**src/rtl/mem_stage_if.sv**
```systemverilog
// Data-memory request/acknowledge port between the MEM stage and data memory.
// The stage drives the request side; memory returns read data and the ack.
interface mem_stage_if;
    logic        req;
    logic        we;
    logic [15:0] addr;
    logic [15:0] wdata;
    logic [15:0] rdata;
    logic        ack;

    modport master (
        output req,
        output we,
        output addr,
        output wdata,
        input  rdata,
        input  ack
    );

    modport slave (
        input  req,
        input  we,
        input  addr,
        input  wdata,
        output rdata,
        output ack
    );
endinterface

```
**src/rtl/mem_stage.sv**
```systemverilog
// MEM stage of the 16-bit MIPS core: LW/SW via a variable-latency req/ack port
// with timeout abort, upstream stall, and registered MEM/WB-facing outputs.
module mem_stage #(
    parameter logic [3:0] LW_OP   = 4'b1000,
    parameter logic [3:0] SW_OP   = 4'b1001,
    parameter logic [7:0] TIMEOUT = 8'd15
) (
    input  logic               clk,
    input  logic               rst,
    input  logic [15:0]        i_inst,
    input  logic [15:0]        i_res,
    input  logic               i_wr_en,
    input  logic [2:0]         i_write_addr,
    input  logic [15:0]        i_st_data,
    mem_stage_if.master        dmem,
    output logic               o_stall,
    output logic [15:0]        o_inst_out,
    output logic [15:0]        o_wb_data,
    output logic               o_wb_en,
    output logic [2:0]         o_wb_addr,
    output logic               o_err
);

    typedef enum logic [1:0] {
        S_IDLE = 2'd0,
        S_BUSY = 2'd1,
        S_DONE = 2'd2
    } state_t;

    state_t      r_state;
    logic [15:0] r_hold_inst;
    logic [15:0] r_hold_res;
    logic [15:0] r_hold_st;
    logic [2:0]  r_hold_waddr;
    logic        r_hold_wr_en;
    logic [7:0]  r_cnt;
    logic        r_req;
    logic        r_we;
    logic [15:0] r_inst_out;
    logic [15:0] r_wb_data;
    logic        r_wb_en;
    logic [2:0]  r_wb_addr;
    logic        r_err;

    logic        w_is_lw;
    logic        w_is_sw;
    logic        w_mem_op;
    logic        w_held_sw;
    logic        w_timeout;

    assign w_is_lw   = (i_inst[15:12] == LW_OP);
    assign w_is_sw   = (i_inst[15:12] == SW_OP);
    assign w_mem_op  = w_is_lw || w_is_sw;
    assign w_held_sw = (r_hold_inst[15:12] == SW_OP);
    assign w_timeout = (r_cnt == (TIMEOUT - 8'd1));

    // Stall must drop in DONE so upstream advances past the completed op.
    assign o_stall = (r_state == S_BUSY) || ((r_state == S_IDLE) && w_mem_op);

    assign dmem.req   = r_req;
    assign dmem.we    = r_we;
    assign dmem.addr  = r_hold_res;
    assign dmem.wdata = r_hold_st;

    assign o_inst_out = r_inst_out;
    assign o_wb_data  = r_wb_data;
    assign o_wb_en    = r_wb_en;
    assign o_wb_addr  = r_wb_addr;
    assign o_err      = r_err;

    always_ff @(posedge clk) begin
        if (rst) begin
            r_state      <= S_IDLE;
            r_hold_inst  <= 16'd0;
            r_hold_res   <= 16'd0;
            r_hold_st    <= 16'd0;
            r_hold_waddr <= 3'd0;
            r_hold_wr_en <= 1'b0;
            r_cnt        <= 8'd0;
            r_req        <= 1'b0;
            r_we         <= 1'b0;
            r_inst_out   <= 16'd0;
            r_wb_data    <= 16'd0;
            r_wb_en      <= 1'b0;
            r_wb_addr    <= 3'd0;
            r_err        <= 1'b0;
        end else begin
            case (r_state)
                S_IDLE: begin
                    if (w_mem_op) begin
                        r_hold_inst  <= i_inst;
                        r_hold_res   <= i_res;
                        r_hold_st    <= i_st_data;
                        r_hold_waddr <= i_write_addr;
                        r_hold_wr_en <= i_wr_en;
                        r_cnt        <= 8'd0;
                        r_req        <= 1'b1;
                        r_we         <= w_is_sw;
                        r_inst_out   <= 16'd0;
                        r_wb_data    <= 16'd0;
                        r_wb_en      <= 1'b0;
                        r_wb_addr    <= 3'd0;
                        r_state      <= S_BUSY;
                    end else begin
                        r_inst_out <= i_inst;
                        r_wb_data  <= i_res;
                        r_wb_en    <= i_wr_en;
                        r_wb_addr  <= i_write_addr;
                    end
                end
                S_BUSY: begin
                    // An ack in the timeout cycle still completes normally.
                    if (dmem.ack) begin
                        r_inst_out <= r_hold_inst;
                        r_wb_addr  <= r_hold_waddr;
                        if (w_held_sw) begin
                            r_wb_data <= r_hold_res;
                            r_wb_en   <= 1'b0;
                        end else begin
                            r_wb_data <= dmem.rdata;
                            r_wb_en   <= r_hold_wr_en;
                        end
                        r_req   <= 1'b0;
                        r_we    <= 1'b0;
                        r_state <= S_DONE;
                    end else if (w_timeout) begin
                        r_err      <= 1'b1;
                        r_inst_out <= 16'd0;
                        r_wb_data  <= 16'd0;
                        r_wb_en    <= 1'b0;
                        r_wb_addr  <= 3'd0;
                        r_req      <= 1'b0;
                        r_we       <= 1'b0;
                        r_state    <= S_DONE;
                    end else if (r_cnt != 8'hFF) begin
                        r_cnt <= r_cnt + 8'd1;
                    end
                end
                S_DONE: begin
                    r_inst_out <= 16'd0;
                    r_wb_data  <= 16'd0;
                    r_wb_en    <= 1'b0;
                    r_wb_addr  <= 3'd0;
                    r_err      <= 1'b0;
                    r_state    <= S_IDLE;
                end
                default: begin
                    r_req   <= 1'b0;
                    r_we    <= 1'b0;
                    r_state <= S_IDLE;
                end
            endcase
        end
    end

endmodule

```
**src/flat_wrapper.sv**
```systemverilog
// flat-port wrapper written by rule: the top's interface ports become plain ports
module mem_stage_flat 
#(
    parameter logic [3:0] LW_OP   = 4'b1000,
    parameter logic [3:0] SW_OP   = 4'b1001,
    parameter logic [7:0] TIMEOUT = 8'd15
)
  (clk, rst, i_inst, i_res, i_wr_en, i_write_addr, i_st_data, o_stall, o_inst_out, o_wb_data, o_wb_en, o_wb_addr, o_err, dmem_req, dmem_we, dmem_addr, dmem_wdata, dmem_rdata, dmem_ack);
  mem_stage_if dmem_i ();
  input  logic clk;
  input  logic rst;
  input  logic [15:0] i_inst;
  input  logic [15:0] i_res;
  input  logic i_wr_en;
  input  logic [2:0] i_write_addr;
  input  logic [15:0] i_st_data;
  output logic o_stall;
  output logic [15:0] o_inst_out;
  output logic [15:0] o_wb_data;
  output logic o_wb_en;
  output logic [2:0] o_wb_addr;
  output logic o_err;
  output wire logic [$bits(dmem_i.req)-1:0] dmem_req;
  output wire logic [$bits(dmem_i.we)-1:0] dmem_we;
  output wire logic [$bits(dmem_i.addr)-1:0] dmem_addr;
  output wire logic [$bits(dmem_i.wdata)-1:0] dmem_wdata;
  input wire logic [$bits(dmem_i.rdata)-1:0] dmem_rdata;
  input wire logic [$bits(dmem_i.ack)-1:0] dmem_ack;
  assign dmem_req = dmem_i.req;
  assign dmem_we = dmem_i.we;
  assign dmem_addr = dmem_i.addr;
  assign dmem_wdata = dmem_i.wdata;
  assign dmem_i.rdata = dmem_rdata;
  assign dmem_i.ack = dmem_ack;
  mem_stage #(.LW_OP(LW_OP), .SW_OP(SW_OP), .TIMEOUT(TIMEOUT)) u_core (.clk(clk), .rst(rst), .i_inst(i_inst), .i_res(i_res), .i_wr_en(i_wr_en), .i_write_addr(i_write_addr), .i_st_data(i_st_data), .dmem(dmem_i), .o_stall(o_stall), .o_inst_out(o_inst_out), .o_wb_data(o_wb_data), .o_wb_en(o_wb_en), .o_wb_addr(o_wb_addr), .o_err(o_err));
endmodule
```
**config.mk**
```make
export PLATFORM = sky130hd
export DESIGN_NAME = mem_stage_flat
export DESIGN_NICKNAME = d
export VERILOG_FILES = /design/src/rtl/mem_stage_if.sv /design/src/rtl/mem_stage.sv /design/src/flat_wrapper.sv
export SDC_FILE = /design/constraint.sdc
export NUM_CORES = 1
export LEC_CHECK = 0
export ABC_CLOCK_PERIOD_IN_PS = 1700
export CORE_MARGIN = 2
export CORE_UTILIZATION = 42
export CTS_CLUSTER_DIAMETER = 200
export DETAILED_ROUTE_END_ITERATION = 12
export PLACE_DENSITY = 0.77
export SYNTH_ARGS = -nofsm -noshare
export SYNTH_HDL_FRONTEND = slang
export SYNTH_SLANG_ARGS = --single-unit
```
**constraint.sdc**
```tcl
create_clock -name clk -period 1.7 [get_ports clk]
set_input_delay 0.17 -clock clk [delete_from_list [all_inputs] [get_ports clk]]
set_output_delay 0.17 -clock clk [all_outputs]
set_load 0.005 [all_outputs]
```
Yosys cells after proc, flatten, opt, wreduce, memory -nomap -nowiden. Cells that the tools add are included.

Register bits: 101. Input port bits: 71. Output and inout bits: 72. Word-level logic and storage cells: 76.

Add/sub/neg operators: 1. Equality and inequality tests: 13. Mux-type cells: 34. Bitwise gates (word level): 1. Reductions and logical operators: 13.

Operators by type and width (number): $mux W16 (6); $pmux W16 S3 (2); $mux W8 (4); $pmux W8 S2 (1); $eq A4 B4 Y1 const B (3); $mux W1 (9); $mux W3 (3); $pmux W1 S3 (3); $pmux W3 S3 (1); $add A8 B1 Y8 const B (1); $eq A8 B4 Y1 const B (1); $ne A8 B8 Y1 const B (1); $mux W2 (3); $ne A2 B2 Y1 const B (3); $reduce_and A2 Y1 (3); $reduce_and A3 Y1 (2); $reduce_and A5 Y1 (1); $ne A2 B1 Y1 const B (2); $pmux W2 S2 (1); $reduce_bool A2 Y1 (2); $ne A3 B2 Y1 const B (1); $reduce_bool A3 Y1 (1); $eq A2 B1 Y1 const B (1); $eq A2 B2 Y1 const B (1); 5 further kinds (6).

Logic depth before layout (Yosys ltp). Gate-level depths: netlist of run 1.

Depth in word-level cells: 5. Gate-level depth with buffers: 7. Gate-level depth less buffers: 6.

Worst setup path before layout of run 1. No wires, ideal clock.

Path type: flip-flop to flip-flop. Start: register u_core.r_state[0]. End: register u_core.r_inst_out[10] (netlist: u_core.o_inst_out[10]). Library setup time: 86 ps. Arrival: 1647 ps. Data required time: 1614 ps. Path slack: -32 ps. Cell stages (with the launch flop): 7. Path buffers: 1. Period minus slack after synthesis: 1732 ps. Cells stage by stage: dfxtp_1 -> inv_1 -> ha_1 -> nor2_1 -> clkbuf_1 -> a22oi_1 -> a211oi_1.

Word-level cells in the longest chain between the ends: 3. Elaborated cells between the ends (all ways): 7. Classes of those cells: eq/ne (3); mux (1); reduce/logical (3).

Ends and longest elaborated chain: start, declared (line mem_stage.sv:30) `state_t r_state;`; start signal, assigned (line mem_stage.sv:73) `r_state <= S_IDLE;`; start signal, assigned (line mem_stage.sv:103) `r_state <= S_BUSY;`; start signal, assigned (line mem_stage.sv:125) `r_state <= S_DONE;`; $eq A2 B1 Y1, or another cell as far along (line mem_stage.sv:88) `case (r_state)`; $ne A3 B2 Y1 (no source line) / $reduce_bool A3 Y1 (equally long branches); $reduce_and A2 Y1 (no source line); end signal, assigned (line mem_stage.sv:105) `r_inst_out <= i_inst;`; end signal, assigned (line mem_stage.sv:114) `r_inst_out <= r_hold_inst;`; end, declared (line mem_stage.sv:39) `logic [15:0] r_inst_out;`.

Several ways; a longest one is shown, not always the timed one. A chain may end at the register's enable or synchronous reset.

Worst setup path after layout of run 1.
Start: register u_core.r_cnt[4]. End: register u_core.r_wb_addr[2] (netlist: u_core.o_wb_addr[2]).

Word-level cells in the longest chain between the ends: 3.

Ends and longest elaborated chain: start, declared (line mem_stage.sv:36) `logic [7:0] r_cnt;`; start signal, assigned (line mem_stage.sv:136) `r_cnt <= r_cnt + 8'd1;`; $eq A8 B4 Y1 (line mem_stage.sv:55) `assign w_timeout = (r_cnt == (TIMEOUT - 8'd1));`; $ne A3 B2 Y1 (no source line); $reduce_and A2 Y1 (no source line); end signal, assigned (line mem_stage.sv:108) `r_wb_addr <= i_write_addr;`; end signal, assigned (line mem_stage.sv:115) `r_wb_addr <= r_hold_waddr;`; end, declared (line mem_stage.sv:42) `logic [2:0] r_wb_addr;`.

Every way passes these cells.

==> flow_summary.toml, run 1 <==
[status]
status = "complete, but fails checks"
violations = "setup timing"

[place]
dpl.hpwl_mm = 9.52
place.gp.congestion = 0.857
dp.cells = 799
postPlaceCellArea_mm2 = 0.00632
portBuffers = 142

[logic_synthesis]
yosys_warnings = 0
syn_nets = 601
postSynthCellCount = 524
muxShareOfSynthArea_pct = 4.03
synth_edf_count = 0
async_reset_ff_share_pct = 0
yosys.area_share.simple_pct = 14.9
synth_top_family_by_area = "compound AO/OA/AOI/OAI gates"
synth_ff_type = "dfxtp_1"
syn-cell-area_mm2 = 0.00447
synth-compound-area-share_pct = 28.5
synthDistinctLibCells = 52
synth_xor_area_share_pct = 0
post_synth.cell_area_avg_um2 = 8.54
synthAdderAreaFrac_pct = 1.68
seq_area_frac_synth_pct = 45.2
synth-seq-cells = 101

[min_path]
hold_depth = 3
min_from = "rst"
hold_path_end = "u_core.r_hold_inst[13]"
hp-class = "input pin to flip-flop"

[floorplanning]
dieArea_mm2 = 0.0115
io_pins = 143
core_area_mm2 = 0.0103
die_h_um = 107
start_util_pct = 43.3
die_x_um = 107
rows = 37

[cts]
tritoncts = "done"
root_buffer = "clkbuf_8"
htreeDepth = 3
cts.clk_slew.worst_paths_ns = 0.10
insertion_delay_ns = 0.38
clock-sinks = 101
cts_buffers = 9
cts_buffer_depth = 2

[timing]
fin_skew_ns = 0.0182
setup_viol = 3
fin_setup_tns_ns = -0.0276
fmax_ghz = 0.584
tightest_slew_ns = 0.601
hold_viol_final = 0
finalCriticalPeriod_ns = 1.71
slew_viol_final = 0
grt_setup_unrepaired = "true"
fin_hold_ws_ns = 0.179
relSlewSlack_pct = 59.9
worst_slack_ns = -0.0117
min_period_over_period_pct = 101

[grt]
antenna_found_initial = 0
grt_usage_pct = 25.2
grt_pass1_vias = 4601
grt_overflow = 0
grt_pass1_wl_mm = 23.1
grt_start_max_net_pins = 53

[pwr]
powerDensity_mw_per_mm2 = 784
leakagePower_uw = 0.00249
ir_drop_mv = 0.472
p_total_uw = 5470

[critical_path]
cp_max_fo = 7
reg2reg_from = "u_core.r_cnt[4]"
critPathLaunchType = "flip-flop"
crit_path_max_incr_delay_ns = 0.39
cp.arrival_ns = 2.00
crit_top_cell = "buf_12"
criticalPathCategory = "flip-flop to flip-flop"
crit_required_ns = 1.99
reg2reg_depth = 8
worst_path_max_delay_cell = "or3_4"
end_kind = "flip-flop"
r2r_slack_ns = -0.01
crit_chain = "or3_4 -> buf_6 -> o21bai_4 -> buf_12 -> buf_12 -> buf_12 -> a21oi_1 -> a211oi_1"
reg2reg_to = "u_core.o_wb_addr[2]"

[route]
firstDrtPassIters = 5
initialDrtViolationCount = 329
remaining_drc_errors = 0
vias = 4718
wire_per_inst_um = 18.0
wirelength_mm = 15.1
ant_nets = 0
vias_per_cell = 5.64

[cells_and_area]
drive_gt1_share_pct = 21.1
fin_cells = 837
syn2layout_area_growth_pct = 56.1
fin_nets = 773
diodes = 0
final_cell_area_mm2 = 0.00698

[job]
cap_violations = 0
==> repair_timing <==
action                     CTS  global route
gates resized for setup     38            32
buffers inserted             8            11
gates cloned                 4             1
setup endpoints to repair   44            68
pin swaps                   33            20
hold buffers                 0             0
==> critical path: cells and delay by family, from the launching register on <==
family                 cells  cell delay (ns)
DFF                        1             0.33
and+or+nand+nor            1             0.39
buffers and inverters      4             0.54
AOI/OAI and AO/OA          3             0.35
==> logic make-up (layout without fill, tap and decap cells) <==
kind of cell | count (synthesis) | count (layout)
compound gates | 198 | 198
fa+ha+maj | 6 | 6
buf+inv | 55 | 231
flops | 101 | 101
mux | 16 | 16
simple gates | 148 | 149
==> per-stage QoR <==
step / worst slack [ns] / utilization, %
floorplan: -0.0105 / -
CTS: -0.0637 / 66.0
global placement: -0.259 / 61.3
finish: -0.0117 / 67.6
detailed placement: -0.308 / 61.3
global route: -0.0835 / 67.6
==> placed cells by master, fill, tap and decap left out, types with 3 or more instances in the layout <==
cell type,count
clkdlybuf4s50_1,140
nand2_1,105
dfxtp_1,95
a21oi_1,88
buf_4,39
a22oi_1,33
a211oi_1,28
mux2_2,16
buf_12,16
o211ai_1,11
clkbuf_8,9
a211oi_2,8
nor2_1,7
nor2b_1,5
inv_1,5
dfxtp_2,5
a21oi_2,4
a31oi_1,4
buf_6,4
o21ai_1,3
and2_1,3
nand3_1,3
ha_4,3
inv_6,3
buf_8,3
==> synthesized netlist by cell type, types with 3 or more instances <==
cell / count / share of area (%)
a211oi_1: 36 / 6.0
a21oi_1: 93 / 10
a22oi_1: 33 / 5.5
a31oi_1: 4 / 0.56
and2_1: 4 / 0.56
buf_2: 5 / 0.56
buf_4: 6 / 1.0
clkbuf_1: 31 / 2.6
dfxtp_1: 101 / 45
ha_1: 6 / 1.7
inv_1: 8 / 0.67
mux2_2: 16 / 4.0
nand2_1: 106 / 8.9
nand3_1: 3 / 0.34
nor2_1: 9 / 0.76
nor2b_1: 5 / 0.70
o211ai_1: 11 / 1.8
o21ai_0: 3 / 0.34
o31ai_1: 3 / 0.50
==> where the power goes <==
group          switching [uW]  leakage, uW  internal [uW]  total, uW
Clock                     909    0.0000923            555       1460
Combinational             591      0.00157            787       1380
Sequential                103     0.000828           2530       2630
Total                    1600      0.00249           3870       5470
==> how the worst max path moves through the flow <==
stage | cells past startpoint | start | slack [ns] | endpoint
2_1_floorplan | 7 | u_core.r_state[0] | -0.01 | u_core.o_inst_out[0]
3_3_place_gp | 5 | dmem_ack | -0.26 | u_core.o_wb_en
3_5_place_dp | 5 | dmem_ack | -0.31 | u_core.o_wb_data[11]
4_1_cts | 5 | u_core.r_state[0] | -0.06 | o_stall
5_1_grt | 8 | u_core.r_cnt[4] | -0.08 | u_core.o_wb_data[14]
6_report | 8 | u_core.r_cnt[4] | -0.01 | u_core.o_wb_addr[2]
==> sequential cells by signal, indices dropped and copies added, names as in the netlist, 2 cells and up <==
register and flops:
u_core.r_state 2, u_core.r_hold_waddr 3, u_core.dmem.wdata 16, u_core.o_wb_addr 3, u_core.o_wb_data 16, u_core.r_hold_inst 16
u_core.dmem.addr 16, u_core.r_cnt 8, u_core.o_inst_out 16
==> per-layer routing <==
layer / vias to the layer above / share of wire (%) / GRT usage, %
met5: - / 0 / 0
met4: 0 / 2.3 / 9.55
met3: 29 / 7.1 / 4.01
met2: 227 / 51 / 43.6
met1: 2229 / 40 / 31.3
li1: 2233 / - / -
==> final cells by class <==
class                   instances  area [um^2]
fillers                       805         3340
clock buffers                   9          124
repair buffers                206         2170
flip-flops and latches        101         2030
multi-input cells             369         2400
clock inverters                 7         55.1
well taps                     136          170
inverters                       9         38.8
Power figures use the tool's default switching activity.
==> run 2: changes to the inputs <==
--- a/config.mk
+++ b/config.mk
@@ -6,7 +6,6 @@
 export NUM_CORES = 1
 export LEC_CHECK = 0
 export ABC_CLOCK_PERIOD_IN_PS = 1700
-export CORE_MARGIN = 2
 export CORE_UTILIZATION = 42
 export CTS_CLUSTER_DIAMETER = 200
 export DETAILED_ROUTE_END_ITERATION = 12
==> run 2 against run 1 <==
Effect of this change:
- routed wire length fell by 6.8%
- via count down 2.5%
- critical path type unchanged
- count of clock-buffer cells in the layout rose by 1
- largest power group unchanged
- global-route usage shrank 1.5 points
- sequential cell count stayed put
- worst setup slack better by 0.040 ns
- the flow now finishes without violations
- sequential power about the same
- largest cell class unchanged
- clock power increased by 18%
- clock skew down 0.0063 ns
- design area down 1.8%
- core utilization decreased by 1.2 points
==> flow_summary.toml, run 2 (same netlist as run 1, synthesis figures left out) <==
[status]
status = "finished clean"

[cells_and_area]
diodes = 0
final_cell_mix = "clkdlybuf4s50_1 (140), nand2_1 (104), dfxtp_1 (97)"
fin_cells = 822
drive_gt1_share_pct = 19.1
nFillCells = 807
fin_nets = 758
syn2layout_area_growth_pct = 53.3
final_common_cell = "clkdlybuf4s50_1"

[floorplanning]
dieArea_mm2 = 0.0111
core_area_mm2 = 0.0103
die_h_um = 105
rows = 37
die_x_um = 105
start_util_pct = 43.3
io_pins = 143

[pwr]
leakagePower_uw = 0.00244
powerDensity_mw_per_mm2 = 826
p_total_uw = 5660
ir_drop_mv = 0.537

[route]
vias_per_cell = 5.59
wirelength_mm = 14.1
vias = 4598
firstDrtPassIters = 6
initialDrtViolationCount = 262
remaining_drc_errors = 0
wire_per_inst_um = 17.1
ant_nets = 0

[timing]
relSlewSlack_pct = 68.2
finalCriticalPeriod_ns = 1.67
fmax_ghz = 0.598
hold_viol_final = 0
fin_skew_ns = 0.0119
slew_viol_final = 0
min_period_over_period_pct = 98.4
grt_setup_unrepaired = "true"
fin_hold_ws_ns = 0.146
fin_setup_tns_ns = 0
setup_viol = 0
tightest_slew_ns = 0.477

[critical_path]
crit_buf_inv = 3
cp.arrival_ns = 1.93
path_delay_family = "compound AO/OA/AOI/OAI gates"
crit_path_max_incr_delay_ns = 0.35
end_kind = "flip-flop"
crit_chain = "buf_4 -> ha_4 -> nand2b_4 -> o21bai_4 -> buf_12 -> buf_4 -> o31ai_4 -> o211ai_1"
crit_path_start = "u_core.r_state[0]"
reg2reg_from = "u_core.r_state[0]"
criticalPathCategory = "flip-flop to flip-flop"
critPathLaunchType = "flip-flop"
crit_required_ns = 1.96
worst_path_max_delay_cell = "dfxtp_2"
cp_max_fo = 7
crit_top_cell = "buf_4"

[grt]
grt_usage_pct = 23.7
antenna_found_initial = 0
grt_pass1_wl_mm = 21.0
grt_overflow = 0
grt_start_max_net_pins = 43
grt_pass1_vias = 4388

[min_path]
hp-class = "input pin to flip-flop"
min_from = "rst"

[cts]
insertion_delay_ns = 0.38
cts_buffers = 9
cts_buffer_depth = 2
cts.clk_slew.worst_paths_ns = 0.10
tritoncts = "done"
hold_buffers = 0
clock-sinks = 101
root_buffer = "clkbuf_8"
htreeDepth = 3

[place]
place.gp.congestion = 0.901
dpl.hpwl_mm = 9.20
dp.cells = 796
portBuffers = 142

[job]
cap_violations = 0
==> run 2: final cells by class <==
type                            instances  area, um^2  area share [%]
Clock inverter                          6        86.3            1.26
Multi-Input combinational cell        368        2380            34.8
Clock buffer                           10         138            2.01
Sequential cell                       101        2030            29.6
Timing Repair Buffer                  192        2010            29.4
Inverter                                9        36.3           0.529
Tap cell                              136         170            2.48
==> run 2: power by group <==
group / leakage, uW / switching [uW] / internal, uW
clock network: 0.000112 / 854 / 867
registers: 0.000827 / 98.4 / 2530
logic: 0.00150 / 572 / 743
total: 0.00244 / 1520 / 4140
==> run 2: per-layer routing <==
metal	vias up	wire (um)	GRT usage [%]
met5	-	0	0
li1	2199	-	-
met1	2195	5870	28.6
met2	184	7030	40.5
met4	0	209	8.35
met3	20	969	6.30
==> run 2: what timing repair did <==
| item | CTS | global route |
|---|---|---|
| buffers inserted | 3 | 4 |
| cloned | 0 | 3 |
| setup endpoints to repair | 41 | 62 |
| pin swaps | 5 | 29 |
| gates resized for setup | 12 | 45 |
==> run 2: stage by stage <==
stage	setup WS [ns]	util (%)	area [um^2]
5_1_grt	-0.0845	66.4	6860
6_report	0.0279	66.4	6860
4_1_cts	0.00452	63.3	6540
3_5_place_dp	-0.248	60.8	6280
3_3_place_gp	-0.172	60.8	6280
2_1_floorplan	-0.0105	-	4470
==> run 2: path summary, 6_finish.rpt <==
check | slack (ns) | to | depth (start not counted)
setup / recovery | 0.03 | u_core.r_cnt[3] | 8
hold / removal | 0.15 | u_core.dmem.addr[1] | 2
setup reg to reg | 0.03 | u_core.r_cnt[3] | 8
hold reg to reg | 0.46 | u_core.r_hold_inst[4] | 2
